<file path="config.mk">
export PLATFORM = sky130hd
export DESIGN_NAME = wbi_master_port_m0
export DESIGN_NICKNAME = d
export VERILOG_FILES = /design/src/rtl/wbi_master_port_m0.sv
export SDC_FILE = /design/constraint.sdc
export NUM_CORES = 1
export LEC_CHECK = 0
export CAP_MARGIN = 20
export CORE_ASPECT_RATIO = 1.75
export CORE_MARGIN = 1.5
export CORE_UTILIZATION = 42
export DETAILED_ROUTE_END_ITERATION = 8
export PLACE_DENSITY_LB_ADDON = 0.15
export SYNTH_ARGS = -nofsm -noshare
export SYNTH_HDL_FRONTEND = slang
export SYNTH_SLANG_ARGS = --single-unit
</file>
<file path="constraint.sdc">
create_clock -name mclk -period 5.9 [get_ports mclk]
set_input_delay 1.18 -clock mclk [delete_from_list [all_inputs] [get_ports mclk]]
set_output_delay 1.18 -clock mclk [all_outputs]
set_load 0.02 [all_outputs]
</file>
<file path="src/rtl/wbi_master_port_m0.sv">
`timescale 1ns/1ps
// Master-side entry port: native Wishbone burst master -> chain command channel, tagged responses back.
// Optional response timeout is compiled in when WBI_MPORT_TIMEOUT_EN is defined.
module wbi_master_port_m0 #(
   parameter int         AW  = 32,
   parameter int         DW  = 32,
   parameter int         BW  = 4,
   parameter int         BL  = 10,
   parameter logic [3:0] MID = 4'h0,
   parameter int         TMO = 1023
) (
   input  logic          mclk,
   input  logic          reset,
   input  logic          wbm_cyc_i,
   input  logic          wbm_stb_i,
   input  logic [AW-1:0] wbm_adr_i,
   input  logic          wbm_we_i,
   input  logic [DW-1:0] wbm_dat_i,
   input  logic [BW-1:0] wbm_sel_i,
   input  logic [BL-1:0] wbm_bl_i,
   input  logic          wbm_bry_i,
   output logic [DW-1:0] wbm_dat_o,
   output logic          wbm_ack_o,
   output logic          wbm_lack_o,
   output logic          wbm_err_o,
   input  logic          wbp_cmd_wrdy_i,
   output logic          wbp_cmd_wval_o,
   output logic [AW-1:0] wbp_cmd_adr_o,
   output logic          wbp_cmd_we_o,
   output logic [DW-1:0] wbp_cmd_dat_o,
   output logic [BW-1:0] wbp_cmd_sel_o,
   output logic [3:0]    wbp_cmd_tid_o,
   output logic [BL-1:0] wbp_cmd_bl_o,
   output logic          wbp_res_rrdy_o,
   input  logic          wbp_res_rval_i,
   input  logic [DW-1:0] wbp_res_dat_i,
   input  logic          wbp_res_ack_i,
   input  logic          wbp_res_lack_i,
   input  logic          wbp_res_err_i,
   input  logic [3:0]    wbp_res_tid_i,
   output logic          tid_err_o
);

   typedef enum logic [1:0] {S_IDLE, S_RCMD, S_WCMD, S_RESP} state_t;

   state_t        r_state;
   logic [BL-1:0] r_beats;
   logic          r_pend;
   logic [BL-1:0] w_bl1;
   logic          w_cmd_hs;
   logic          w_res_hs;
   logic          w_tid_ok;
   logic          w_res_end;
   logic          w_cap;
   logic          w_drain;
   logic          w_tmo_fire;

   assign wbp_cmd_tid_o  = MID;
   assign w_bl1          = (wbm_bl_i == '0) ? BL'(1) : wbm_bl_i;
   assign w_cmd_hs       = wbp_cmd_wval_o & wbp_cmd_wrdy_i;
   // Once the master drops cyc the port keeps draining the chain on its own.
   assign wbp_res_rrdy_o = ((r_state == S_RESP) & (wbm_bry_i | ~wbm_cyc_i)) | w_drain;
   assign w_res_hs       = wbp_res_rval_i & wbp_res_rrdy_o;
   assign w_tid_ok       = (wbp_res_tid_i == MID);
   assign w_res_end      = wbp_res_lack_i | wbp_res_err_i;
   // r_pend blocks a capture in the cycle the previous beat's ack is shown.
   assign w_cap = (r_state == S_WCMD) & (r_beats != '0) & ~r_pend
                & (~wbp_cmd_wval_o | wbp_cmd_wrdy_i) & (wbm_bry_i | ~wbm_cyc_i);

`ifdef WBI_MPORT_TIMEOUT_EN
   localparam int TW = (TMO > 1) ? $clog2(TMO + 1) : 1;

   logic [TW-1:0] r_tmo;
   logic          r_drain;

   assign w_drain    = r_drain;
   assign w_tmo_fire = (r_state != S_IDLE) & (r_tmo == '0) & ~w_cmd_hs & ~w_res_hs;

   always_ff @(posedge mclk or posedge reset) begin
      if (reset) begin
         r_tmo   <= '0;
         r_drain <= 1'b0;
      end else begin
         if (r_state == S_IDLE || w_cmd_hs || w_res_hs)
            r_tmo <= TW'(TMO - 1);
         else if (r_tmo != '0)
            r_tmo <= r_tmo - 1'b1;
         // After an expiry, late responses of the abandoned transaction are swallowed.
         if (w_tmo_fire)
            r_drain <= 1'b1;
         else if (w_cmd_hs || (r_drain && w_res_hs && w_res_end))
            r_drain <= 1'b0;
      end
   end
`else
   assign w_drain    = 1'b0;
   assign w_tmo_fire = 1'b0;
`endif

   always_ff @(posedge mclk or posedge reset) begin
      if (reset) begin
         r_state        <= S_IDLE;
         r_beats        <= '0;
         r_pend         <= 1'b0;
         wbp_cmd_wval_o <= 1'b0;
         wbp_cmd_adr_o  <= '0;
         wbp_cmd_we_o   <= 1'b0;
         wbp_cmd_dat_o  <= '0;
         wbp_cmd_sel_o  <= '0;
         wbp_cmd_bl_o   <= '0;
         wbm_dat_o      <= '0;
         wbm_ack_o      <= 1'b0;
         wbm_lack_o     <= 1'b0;
         wbm_err_o      <= 1'b0;
         tid_err_o      <= 1'b0;
      end else begin
         wbm_ack_o  <= 1'b0;
         wbm_lack_o <= 1'b0;
         wbm_err_o  <= 1'b0;
         r_pend     <= 1'b0;
         if (w_res_hs && !w_tid_ok)
            tid_err_o <= 1'b1;
         case (r_state)
            S_IDLE: begin
               if (wbm_cyc_i && wbm_stb_i) begin
                  wbp_cmd_wval_o <= 1'b1;
                  wbp_cmd_adr_o  <= wbm_adr_i;
                  wbp_cmd_we_o   <= wbm_we_i;
                  wbp_cmd_dat_o  <= wbm_dat_i;
                  wbp_cmd_sel_o  <= wbm_sel_i;
                  wbp_cmd_bl_o   <= wbm_bl_i;
                  r_beats        <= w_bl1 - 1'b1;
                  r_pend         <= 1'b1;
                  wbm_ack_o      <= wbm_we_i & (w_bl1 != BL'(1));
                  r_state        <= wbm_we_i ? S_WCMD : S_RCMD;
               end
            end
            S_RCMD: begin
               if (w_cmd_hs) begin
                  wbp_cmd_wval_o <= 1'b0;
                  r_state        <= S_RESP;
               end
            end
            S_WCMD: begin
               if (w_cap) begin
                  wbp_cmd_wval_o <= 1'b1;
                  wbp_cmd_dat_o  <= wbm_dat_i;
                  wbp_cmd_sel_o  <= wbm_sel_i;
                  r_beats        <= r_beats - 1'b1;
                  r_pend         <= 1'b1;
                  wbm_ack_o      <= wbm_cyc_i & (r_beats != BL'(1));
               end else if (w_cmd_hs) begin
                  wbp_cmd_wval_o <= 1'b0;
                  if (r_beats == '0)
                     r_state <= S_RESP;
               end
            end
            S_RESP: begin
               if (w_res_hs && w_tid_ok) begin
                  if (wbm_cyc_i) begin
                     wbm_dat_o  <= wbp_res_dat_i;
                     wbm_ack_o  <= wbp_res_ack_i | w_res_end;
                     wbm_lack_o <= w_res_end;
                     wbm_err_o  <= wbp_res_err_i;
                  end
                  if (w_res_end)
                     r_state <= S_IDLE;
               end
            end
            default: r_state <= S_IDLE;
         endcase
         if (w_tmo_fire) begin
            wbm_ack_o      <= 1'b1;
            wbm_lack_o     <= 1'b1;
            wbm_err_o      <= 1'b1;
            wbp_cmd_wval_o <= 1'b0;
            r_state        <= S_IDLE;
         end
      end
   end

endmodule
</file>
==> results of run 1 <==
-- worst paths after layout --
path                       slack, ns                     start                       endpoint  depth (start not counted)
max                             1.93                 wbm_cyc_i                 wbp_res_rrdy_o                          4
min                             0.48  wbp_cmd_we_o$_DFFE_PP0P_       wbp_cmd_we_o$_DFFE_PP0P_                          2
max reg2reg                     2.87    r_state[0]$_DFFE_PP0P_         r_beats[0]$_DFFE_PP0P_                          9
min reg2reg                     0.48  wbp_cmd_we_o$_DFFE_PP0P_       wbp_cmd_we_o$_DFFE_PP0P_                          2
max in group asynchronous       3.58                     reset  wbp_cmd_adr_o[27]$_DFFE_PP0P_                          4
min in group asynchronous       1.10                     reset      wbm_dat_o[13]$_DFFE_PP0P_                          2
-- critical path, cell delays in order --
cell	delay [ns]
clkdlybuf4s50_1	0.60
nor2b_1	0.32
nor2b_1	0.11
clkdlybuf4s50_1	0.57
-- per-layer routing --
layer / global-route usage / wire [um]
met5: 0 / 0
met4: 0.0813 / 327
met3: 0.0832 / 1270
met2: 0.375 / 7690
met1: 0.219 / 4940
-- kinds of logic after synthesis --
| family | share of synthesized area |
|---|---|
| DFF | 0.589 |
| muxes | 0.228 |
| and+or+nand+nor | 0.0555 |
| AOI/OAI and AO/OA | 0.0676 |
| buffers and inverters | 0.0306 |
| adders and majority gates | 0.0206 |
| xor gates and xnor gates | 0.00800 |
| other | 0.000685 |
-- per-stage QoR --
stage	worst slack, ns	hold WS, ns
after floorplan	1.28	0.472
after global placement	1.89	0.463
after detailed placement	1.90	0.470
after CTS	1.96	0.488
after global routing	1.87	0.501
final	1.93	0.481
-- flip-flops by register name (all words and copies together), names as in the netlist --
name            cells
wbp_cmd_bl_o       10
wbp_cmd_dat_o      32
wbm_lack_o          1
wbm_err_o           1
r_pend              1
wbp_cmd_wval_o      1
wbp_cmd_we_o        1
r_state             2
wbm_ack_o           1
wbp_cmd_sel_o       4
r_beats            10
wbp_cmd_adr_o      32
tid_err_o           1
wbm_dat_o          32
-- where the power goes --
group | internal [mW] | switching, mW
logic | 1.04 | 0.957
clock network | 0.643 | 0.390
registers | 1.25 | 0.202
total | 2.93 | 1.55
-- cell usage in the layout, fill, tap and decap left out, types with 2 or more instances in the layout --
| master | n |
|---|---|
| clkdlybuf4s50_1 | 241 |
| dfrtp_1 | 129 |
| mux2_2 | 86 |
| mux2_1 | 22 |
| nand2_1 | 18 |
| clkbuf_16 | 17 |
| o21ai_0 | 16 |
| nor2_1 | 12 |
| inv_1 | 12 |
| a21oi_1 | 9 |
| ha_1 | 9 |
| nor3_1 | 6 |
| a31oi_1 | 6 |
| o22a_1 | 6 |
| nor2b_1 | 4 |
| conb_1 | 4 |
| clkinv_2 | 4 |
| clkinv_4 | 4 |
| buf_4 | 4 |
| nand2b_1 | 3 |
| nor4_1 | 3 |
| xnor2_1 | 3 |
| mux2i_1 | 3 |
| clkinvlp_4 | 3 |
| nand3_1 | 2 |
| nor3b_1 | 2 |
| xor2_1 | 2 |
| o31ai_1 | 2 |
| or3_1 | 2 |
| or2_2 | 2 |
| o31a_1 | 2 |
| clkbuf_8 | 2 |
| bufinv_16 | 2 |
-- layout make-up --
cell class              count  area, um^2
fillers                   990        4110
flip-flops and latches    129        3230
repair buffers            247        2490
multi-input cells         242        2110
clock buffers              19         453
well taps                 171         214
clock inverters            13         138
inverters                  14        55.1
==> impl_metrics.py, run 1 <==
metrics = {
    "drt": {
        "drc": 0,
        "drtIter0Drc": 127,
        "drt-pass1-iter-count": 4,
        "wl_mm": 14.2,
        "ant_nets": 0,
        "num_vias": 4182,
        "routedWlPerCell_um": 17.0,
        "vias_per_cell": 5.01,
    },
    "global_routing": {
        "grt_use_total": 0.212,
        "grt_antenna_before_repair": 0,
        "grt_remaining_overflow": 0,
        "grt_max_degree": 90,
        "grt_pass1_vias": 4587,
        "grt_pass1_wl_mm": 22.2,
    },
    "placement": {
        "placedCellCount": 802,
        "placed_area_um2": 8070,
        "io_buffers": 241,
        "routabilityCongestion": 0.900,
        "dpl.hpwl_mm": 10.5,
    },
    "die": {
        "start_util": 0.428,
        "die_width_um": 89.3,
        "core_region_area_um2": 12800,
        "dieArea_um2": 13800,
        "io_pins": 246,
        "die_h_um": 154,
        "row_count": 55,
    },
    "synth": {
        "yosys_warnings": 0,
        "syn_area_um2": 5480,
        "synth-edff-count": 0,
        "synth-async-reset-ratio": 1.00,
        "synth_flop_cell": "dfrtp_1",
        "synth_top_cell_by_area": "dfrtp_1",
        "ys_ff_latch": 129,
        "synth.area.top_cells": "dfrtp_1 (59%), mux2_2 (18%), mux2_1 (4.5%)",
        "seq_area_frac_synth": 0.589,
        "syn-instance-count": 402,
        "yosysUniqueCellTypes": 46,
        "yosysMostFrequentCell": "dfrtp_1",
        "avgSynthCellArea_um2": 13.6,
        "synthTopCellsByCount": "dfrtp_1 (129), mux2_2 (86), mux2_1 (22)",
        "synth_top_area_share": 0.589,
    },
    "power_and_ir_drop": {
        "irDropWorstVdd_mv": 0.309,
        "power.density_nw_per_um2": 516,
        "total_power_mw": 4.48,
        "p_leak_nw": 3.73,
    },
    "sta": {
        "worstMarginPinSlew_ns": 0.816,
        "post-route-min-period_ns": 3.97,
        "setup-violations-final": 0,
        "slew_viol_final": 0,
        "fin_crit_sh": 0.672,
        "relSlewSlack": 0.456,
        "fin_worst_skew_ns": 0.00868,
        "hold_viol_final": 0,
        "fin_tns_setup_ns": 0,
        "rsz0062_at_grt": "no",
        "fmax_ghz": 0.252,
    },
    "clock_network": {
        "cts.path.max_buffers": 2,
        "clkLatencyLatePin_ns": 0.41,
        "cts_tree": "yes",
        "cts_setup_buffers": 0,
        "post_cts_resized": 0,
        "postCtsHoldBufs": 0,
        "cts.clk_slew.worst_paths_ns": 0.05,
        "cts-root-buf": "clkbuf_16",
        "cts_sinks": 129,
        "cts_made_buffers": 17,
        "htreeDepth": 4,
    },
    "run": {
        "maxCapViolCount": 0,
    },
    "layout": {
        "final_core_util": 0.679,
        "stdcell_area_um2": 8690,
        "drive_above_1_share": 0.202,
        "fin_cells": 835,
        "diodes": 0,
        "syn2layout_area_growth_pct": 58.6,
        "fin_nets": 785,
    },
    "critical_path": {
        "cp.required_ns": 4.72,
        "path_class": "input pin to output port",
        "crit_arrival_ns": 2.79,
        "crit_fanout": 6,
        "start_kind": "input pin",
        "end_kind": "output port",
    },
    "min_path": {
        "hp-class": "flip-flop to flip-flop",
    },
    "run_status": {
        "status": "complete, no violations",
    },
}
No activity file was read; power rests on OpenSTA's default activity.
==> run 2, diff against run 1 <==
Settings changed: CORE_UTILIZATION 42 to 38.
Clock period 5.9 ns to 3.2 ns, I/O delays scaled along.
==> impl_metrics.py, run 2 (same netlist as run 1, synthesis figures left out) <==
metrics = {
    "die": {
        "row_count": 57,
        "start_util": 0.392,
        "die_width_um": 93.8,
        "die_h_um": 162,
        "core_region_area_um2": 14000,
        "io_pins": 246,
        "dieArea_um2": 15200,
    },
    "placement": {
        "dpl.hpwl_mm": 10.9,
        "io_buffers": 241,
        "routabilityCongestion": 0.794,
        "place_ws_ns": 0.0485,
    },
    "drt": {
        "vias_per_cell": 4.98,
        "drtIter0Drc": 155,
        "routedWlPerCell_um": 17.0,
        "wl_mm": 14.4,
        "drc": 0,
        "num_vias": 4219,
        "ant_nets": 0,
        "drt-pass1-iter-count": 5,
    },
    "critical_path": {
        "cpPeakStageDelay_ns": 0.57,
        "start_kind": "input pin",
        "cpLargestDelayFamily": "buffers and inverters",
        "crit_arrival_ns": 2.20,
        "slowest_stage": "clkdlybuf4s50_1",
        "end_kind": "output port",
        "path_class": "input pin to output port",
        "critPathBufInv": 2,
        "worst-path-stages": 4,
        "crit_fanout": 6,
        "crit_chain": "clkdlybuf4s50_1 -> nor2b_1 -> nor2b_1 -> clkdlybuf4s50_1",
        "cp.required_ns": 2.56,
        "r2r_cells": 7,
    },
    "min_path": {
        "hp-class": "flip-flop to flip-flop",
        "holdPathStages": 1,
    },
    "clock_network": {
        "postCtsHoldBufs": 0,
        "post_cts_resized": 0,
        "cts-root-buf": "clkbuf_16",
        "htreeDepth": 4,
        "clkLatencyLatePin_ns": 0.41,
        "cts_tree": "yes",
        "cts.clk_slew.worst_paths_ns": 0.05,
        "cts_sinks": 129,
        "cts_setup_buffers": 0,
        "cts.path.max_buffers": 2,
        "cts_made_buffers": 17,
    },
    "global_routing": {
        "grt_remaining_overflow": 0,
        "grt_antenna_before_repair": 0,
        "grt_use_total": 0.199,
        "grt_pass1_wl_mm": 23.0,
        "grt_pass1_vias": 4654,
        "grt_max_degree": 66,
    },
    "power_and_ir_drop": {
        "power.density_nw_per_um2": 947,
        "irDropWorstVdd_mv": 0.524,
        "p_leak_nw": 3.78,
    },
    "layout": {
        "register_area_um2": 3230,
        "fin_nets": 793,
        "syn2layout_area_growth_pct": 60.5,
        "drive_above_1_share": 0.212,
        "largest_registers": "wbm_dat_o: 32 flops, wbp_cmd_adr_o: 32 flops, wbp_cmd_dat_o: 32 flops",
        "fillerInstances": 1127,
        "diodes": 0,
        "final_common_cell": "clkdlybuf4s50_1",
        "layout_common_cells": "clkdlybuf4s50_1 (241), dfrtp_1 (129), mux2_2 (86)",
        "multi_input_area_um2": 2110,
    },
    "sta": {
        "relSlewSlack": 0.612,
        "fin_tns_setup_ns": 0,
        "layout_setup_ws_ns": 0.358,
        "hold_viol_final": 0,
        "slew_viol_final": 0,
        "fin_worst_skew_ns": 0.00674,
        "post-route-min-period_ns": 2.84,
        "fin_crit_sh": 0.888,
        "fmax_ghz": 0.352,
        "worstMarginPinSlew_ns": 0.578,
        "rsz0062_at_grt": "no",
        "setup-violations-final": 0,
    },
    "run": {
        "maxCapViolCount": 0,
    },
    "run_status": {
        "status": "complete, no violations",
    },
}
-- run 2: changes by cell type in the layout (fill, tap and decap cells not counted), sizes merged --
cell / previous run / this run
clkbuf: 19 / 18
bufinv: 2 / 3
clkinvlp: 3 / 4
clkinv: 9 / 7
buf: 6 / 14
-- run 2: final timing paths --
kind,endpoint,slack (ns),from
max in group asynchronous,wbp_cmd_bl_o[8]$_DFFE_PP0P_,2.20,reset
worst min-delay path,tid_err_o$_DFFE_PP0P_,0.47,tid_err_o$_DFFE_PP0P_
min in group asynchronous,wbm_dat_o[17]$_DFFE_PP0P_,0.71,reset
worst max register to register,wbp_cmd_dat_o[29]$_DFFE_PP0P_,0.70,r_state[0]$_DFFE_PP0P_
worst max-delay path,wbp_res_rrdy_o,0.36,wbm_cyc_i
worst min register to register,tid_err_o$_DFFE_PP0P_,0.47,tid_err_o$_DFFE_PP0P_
-- run 2: area by class of cell --
type,count,share of cell area
clock inverter,13,0.0185
multi-input combinational,242,0.240
sequential,129,0.367
timing repair buffer,255,0.292
tap,177,0.0252
inverter,14,0.00641
clock buffer,18,0.0500
-- run 2: where the power goes --
group | leakage (nW) | internal [mW] | switching (mW)
registers | 1.60 | 2.30 | 0.368
logic | 1.89 | 1.93 | 1.78
clock network | 0.288 | 1.24 | 0.708
-- run 2: worst reg2reg max path, delay by kind of cell (launching register included) --
family	cells	cell delay, ns
compound gates	2	0.75
flops	1	0.41
buf+inv	2	0.39
mux	1	0.35
fa+ha+maj	1	0.30
simple gates	1	0.19
-- run 2: stage by stage --
step           instance area [um^2]  hold WS [ns]  utilization  cells  power [mW]
5_1_grt                        8790         0.501        0.629    848        8.82
3_3_place_gp                   8190         0.462        0.586    817        6.33
2_1_floorplan                  5490         0.472            -    405        4.72
3_5_place_dp                   8190         0.467        0.586    817        6.44
4_1_cts                        8790         0.479        0.629    848        8.44
6_report                       8790         0.472        0.629    848        8.33
-- run 2: layer usage --
| metal | routed length (um) | vias up | share of wire | global-route usage |
|---|---|---|---|---|
| met1 | 4850 | 2084 | 0.34 | 0.194 |
| met2 | 7930 | 174 | 0.55 | 0.364 |
| li1 | - | 1936 | - | - |
| met4 | 417 | 0 | 0.029 | 0.0855 |
| met5 | 0 | - | 0 | 0 |
| met3 | 1240 | 25 | 0.086 | 0.0768 |
